===== config.mk =====
export PLATFORM = sky130hd
export DESIGN_NAME = pipe_ctrl
export DESIGN_NICKNAME = d
export VERILOG_FILES = /design/src/rtl/pipe_ctrl.sv
export SDC_FILE = /design/constraint.sdc
export NUM_CORES = 1
export LEC_CHECK = 0
export BUFFER_PORTS_ARGS = -buffer_cell sky130_fd_sc_hd__buf_2
export CORE_MARGIN = 2
export CORE_UTILIZATION = 41
export DETAILED_ROUTE_END_ITERATION = 8
export PLACE_DENSITY = 0.9
export SLEW_MARGIN = 25
export SYNTH_ARGS = -nofsm -noshare
export SYNTH_HDL_FRONTEND = slang
export SYNTH_SLANG_ARGS = --single-unit

===== constraint.sdc =====
create_clock -name clk -period 1.6 [get_ports clk]
set_clock_uncertainty 0.2 [all_clocks]
set_input_delay 0.32 -clock clk [delete_from_list [all_inputs] [get_ports clk]]
set_output_delay 0.32 -clock clk [all_outputs]
set_load 0.02 [all_outputs]

===== src/rtl/pipe_ctrl.sv =====
// Pipeline hazard / divider-wait / flush controller producing per-stage stall and flush.
// Optional stall statistics counter enabled by defining PIPE_CTRL_STAT_EN.
module pipe_ctrl #(
  parameter int unsigned DIV_MAX = 40
) (
  input  logic        clk,
  input  logic        rst,
  input  logic        stallreq_id,
  input  logic        stallreq_ex,
  input  logic        div_start,
  input  logic        div_done,
  input  logic        excp_flush,
  output logic [5:0]  stall,
  output logic        flush,
  output logic        div_busy,
  output logic        div_cancel,
  output logic        div_timeout,
  output logic [31:0] stall_cycles
);

  localparam int unsigned WCNT_W  = 6;
  localparam int unsigned STALL_W = 6;
  localparam logic [WCNT_W-1:0]  WCNT_LAST   = WCNT_W'(DIV_MAX - 1);
  localparam logic [STALL_W-1:0] STALL_NONE  = 6'b000000;
  localparam logic [STALL_W-1:0] STALL_TO_ID = 6'b000111;
  localparam logic [STALL_W-1:0] STALL_TO_EX = 6'b001111;

  typedef enum logic [1:0] {
    IDLE     = 2'd0,
    DIV_WAIT = 2'd1,
    FLUSH    = 2'd2
  } state_t;

  state_t              state;
  state_t              state_nxt;
  logic [WCNT_W-1:0]   wcnt;
  logic [WCNT_W-1:0]   wcnt_nxt;
  logic                timeout_set;

  // State, wait counter and sticky timeout flag
  always_ff @(posedge clk or negedge rst) begin
    if (!rst) begin
      state       <= IDLE;
      wcnt        <= '0;
      div_timeout <= 1'b0;
    end else begin
      state <= state_nxt;
      wcnt  <= wcnt_nxt;
      if (timeout_set) begin
        div_timeout <= 1'b1;
      end
    end
  end

  // Next-state and stage-control decode
  always_comb begin
    state_nxt   = state;
    wcnt_nxt    = wcnt;
    timeout_set = 1'b0;
    stall       = STALL_NONE;
    flush       = 1'b0;
    div_cancel  = 1'b0;
    div_busy    = 1'b0;

    case (state)
      IDLE: begin
        if (stallreq_ex) begin
          stall = STALL_TO_EX;
        end else if (stallreq_id) begin
          stall = STALL_TO_ID;
        end
        if (excp_flush) begin
          state_nxt = FLUSH;
        end else if (div_start) begin
          state_nxt = DIV_WAIT;
          wcnt_nxt  = '0;
        end
      end

      DIV_WAIT: begin
        div_busy = 1'b1;
        // Release the freeze on the done cycle so EX/MEM captures the quotient
        stall    = div_done ? STALL_NONE : STALL_TO_EX;
        wcnt_nxt = wcnt + WCNT_W'(1);
        if (excp_flush) begin
          state_nxt = FLUSH;
        end else if (div_done) begin
          state_nxt = IDLE;
        end else if (wcnt == WCNT_LAST) begin
          timeout_set = 1'b1;
          state_nxt   = FLUSH;
        end
      end

      FLUSH: begin
        flush      = 1'b1;
        div_cancel = 1'b1;
        state_nxt  = IDLE;
      end

      default: begin
        state_nxt = IDLE;
      end
    endcase

    // Hold every stage quiet while reset is asserted
    if (!rst) begin
      stall = STALL_NONE;
    end
  end

`ifdef PIPE_CTRL_STAT_EN
  logic [31:0] stat_cnt;

  // Saturating count of cycles with any stage stalled
  always_ff @(posedge clk or negedge rst) begin
    if (!rst) begin
      stat_cnt <= '0;
    end else if ((stall != STALL_NONE) && (stat_cnt != 32'hFFFF_FFFF)) begin
      stat_cnt <= stat_cnt + 32'd1;
    end
  end

  assign stall_cycles = stat_cnt;
`else
  assign stall_cycles = 32'd0;
`endif

endmodule


==> impl_metrics.env <==
export IMPL_outcome="complete, but fails checks"
export IMPL_violations="setup timing"
export IMPL_track_usage_pct=12.24
export IMPL_ys_seq_area_share_pct=29.32
export IMPL_crit_type="register to primary output"
export IMPL_leakagePower_nw=0.4815
export IMPL_area_delta_synth_final_pct=15.15
export IMPL_start_kind="register"
export IMPL_synthMuxAreaShare_pct=0
export IMPL_fp_dieH_um=47.29
export IMPL_cp_top_family="flip-flops"
export IMPL_crit_path_max_incr_delay_ns=0.43
export IMPL_wl_met2_um=704
export IMPL_p_per_area_mw_per_mm2=776.6
export IMPL_synth_simple_gate_area_share_pct=14.17
export IMPL_setup_tns_ns=-0.5615
export IMPL_io_pins=49
export IMPL_final_hold_viol_count=0
export IMPL_hold_ws_ns=0.05449
export IMPL_yosysWarnings=0
export IMPL_end_kind="primary output"
export IMPL_grt_setup_unrepaired="true"
export IMPL_std_cell_rows=15
export IMPL_finalSetupViolations=5
export IMPL_cts_tree="built"
export IMPL_diodes=0
export IMPL_grt_pass1_vias=459
export IMPL_final_max_slew_viol_count=0
export IMPL_regArea_um2=226.5
export IMPL_hold_path_class="input pin to register"
export IMPL_slowest_stage="dfrtp_2"
export IMPL_overflow=0
export IMPL_hpwl_um=977.8
export IMPL_numCtsBuffers=3
export IMPL_fin_cells=134
export IMPL_avgSynthCellArea_um2=8.730
export IMPL_vdd_ir_drop_max_uv=390.6
export IMPL_reg2reg_slack_ns=0.11
export IMPL_highest_layer="met4"
export IMPL_path_max_fanout=5
export IMPL_cap_violations=0
export IMPL_grt_pass1_wl_um=1828
export IMPL_period_needed_ns=1.733
export IMPL_synth_seq_cells=9
export IMPL_fillCellCount=178
export IMPL_layout_nets=118
export IMPL_drtAntennaViolNets=0
export IMPL_timing_fmax_mhz=577.2
export IMPL_setup_slack_ns=-0.1325
export IMPL_totalWireLength_um=1317
export IMPL_start_util_pct=44.01
export IMPL_grt_antenna_before_repair=0
export IMPL_arrival_ns=1.21
export IMPL_ys_types=24
export IMPL_mostFrequentLayoutCell="conb_1"
export IMPL_vias=551
export IMPL_fp_dieW_um=47.29
export IMPL_htreeDepth=1
export IMPL_stdcell_area_um2=884.6
export IMPL_clk_pin_slew_worst_paths_ns=0.06
export IMPL_gp_congestion=0.7621
export IMPL_drt_iter0_markers=1
export IMPL_period_share_pct=108.3
export IMPL_coreArea_mm2=0.001745
export IMPL_drive_above_1_share_pct=33.94
export IMPL_synth_area_um2=768.2
export IMPL_cts_root_buffer="clkbuf_4"
export IMPL_drt_pass1_iterations=4
export IMPL_drt_met1_wl_um=474
export IMPL_synth_compound_area_share_pct=10.75
export IMPL_met3_length_um=108
export IMPL_placed_area_um2=760.7
export IMPL_synthXorXnorAreaFrac_pct=4.560
export IMPL_via_per_inst=4.112
export IMPL_synth_fa_ha_area_share_pct=1.629
export IMPL_dieArea_mm2=0.002236
export IMPL_final_cell_mix="34 x conb_1, 8 x dfrtp_1, 8 x buf_2, 7 x nor2_1, 7 x buf_4"
export IMPL_placed_cells=125
export IMPL_multiInputGateArea_um2=415.4
export IMPL_cp_data_required_time_ns=1.08
export IMPL_path_cells="nand2b_4 > a31oi_4 > buf_6"
export IMPL_drc=0
export IMPL_numClockSinks=9
export IMPL_synth_top_family_by_area="buffers and inverters"
export IMPL_clockBufferDepth=2
export IMPL_grt_max_degree=10
export IMPL_synth_cells=88
export IMPL_port_buffers=14
export IMPL_path_buf_inv=1
export IMPL_insertion_delay_ns=0.27
export IMPL_avgRoutedWirePerCell_um=9.828
[what timing repair did]
| action | 4_1_cts | 5_1_grt |
|---|---|---|
| buffers inserted | 2 | 2 |
| hold buffers | 1 | 0 |
| gates resized for setup | 16 | 4 |
| endpoints found under the setup margin | 7 | 7 |
| hold endpoints to repair | 9 | 0 |
| pin swaps | 2 | 1 |
[path summary, 6_finish.rpt]
path                             start          end  cells after the start
max                           state[0]     stall[0]                      3
min                           div_done     state[0]                      2
max reg2reg                    wcnt[0]      wcnt[4]                      5
min reg2reg                div_timeout  div_timeout                      1
max in group asynchronous          rst     state[0]                      3
min in group asynchronous          rst     state[0]                      3
[sequential cells by signal, summed over array words and instances (netlist names)]
register and count:
state 2, div_timeout 1, wcnt 6
[kinds of logic (layout without fill, tap and decap cells)]
| group | Yosys count | in the layout |
|---|---|---|
| xor gates and xnor gates | 4 | 4 |
| AOI/OAI and AO/OA | 12 | 12 |
| other | 1 | 34 |
| buffers and inverters | 42 | 30 |
| DFF | 9 | 9 |
| adders and majority gates | 1 | 1 |
| and+or+nand+nor | 19 | 19 |
[metrics by stage]
step | setup WS (ns) | power [mW] | util, %
5_1_grt | -0.1831 | 0.7304 | 50.68
6_report | -0.1325 | 0.6869 | 50.68
2_1_floorplan | -0.01030 | 0.4997 | -
4_1_cts | -0.1192 | 0.6806 | 49.18
3_5_place_dp | 0.09375 | 0.4703 | 43.58
3_3_place_gp | 0.1200 | 0.4649 | 43.58
[report_power, final]
group	switching [mW]	internal (mW)
registers	0.0220	0.251
clock network	0.0820	0.0963
logic	0.155	0.0810
total	0.259	0.428
[area by class of cell]
type	instances	share of cell area (%)
repair buffers	22	19.24
inverters	4	1.697
well taps	25	3.536
multi-input cells	70	46.96
flip-flops and latches	9	25.60
clock buffers	4	2.970
[synth_stat cells]
| library cell | number | area (um^2) |
|---|---|---|
| ha_1 | 1 | 12.51 |
| nor2b_4 | 1 | 13.76 |
| o41ai_1 | 1 | 8.760 |
| a31o_1 | 1 | 8.760 |
| nand2_1 | 4 | 15.01 |
| xor2_1 | 4 | 35.03 |
| nor2_1 | 8 | 30.03 |
| buf_4 | 38 | 285.3 |
| nand2b_1 | 2 | 12.51 |
| o21ai_1 | 2 | 10.01 |
| conb_1 | 1 | 3.750 |
| nand4b_1 | 1 | 8.760 |
| inv_2 | 1 | 3.750 |
| o2111ai_1 | 1 | 8.760 |
| inv_1 | 3 | 11.26 |
| a31oi_1 | 2 | 12.51 |
| a22o_1 | 1 | 8.760 |
| dfrtp_1 | 9 | 225.2 |
| a21oi_1 | 1 | 5.000 |
| o211ai_1 | 2 | 15.01 |
| and4b_1 | 1 | 10.01 |
| and3_1 | 1 | 6.260 |
| o21ai_0 | 1 | 5.000 |
| nor3b_2 | 1 | 12.51 |
[per-layer routing]
layer / vias to the layer above / track usage, %
li1: 258 / -
met1: 260 / 13.68
met2: 30 / 20.00
met3: 3 / 3.462
met4: 0 / 8.333
met5: - / 0
No activity file was read; power rests on OpenSTA's default activity.
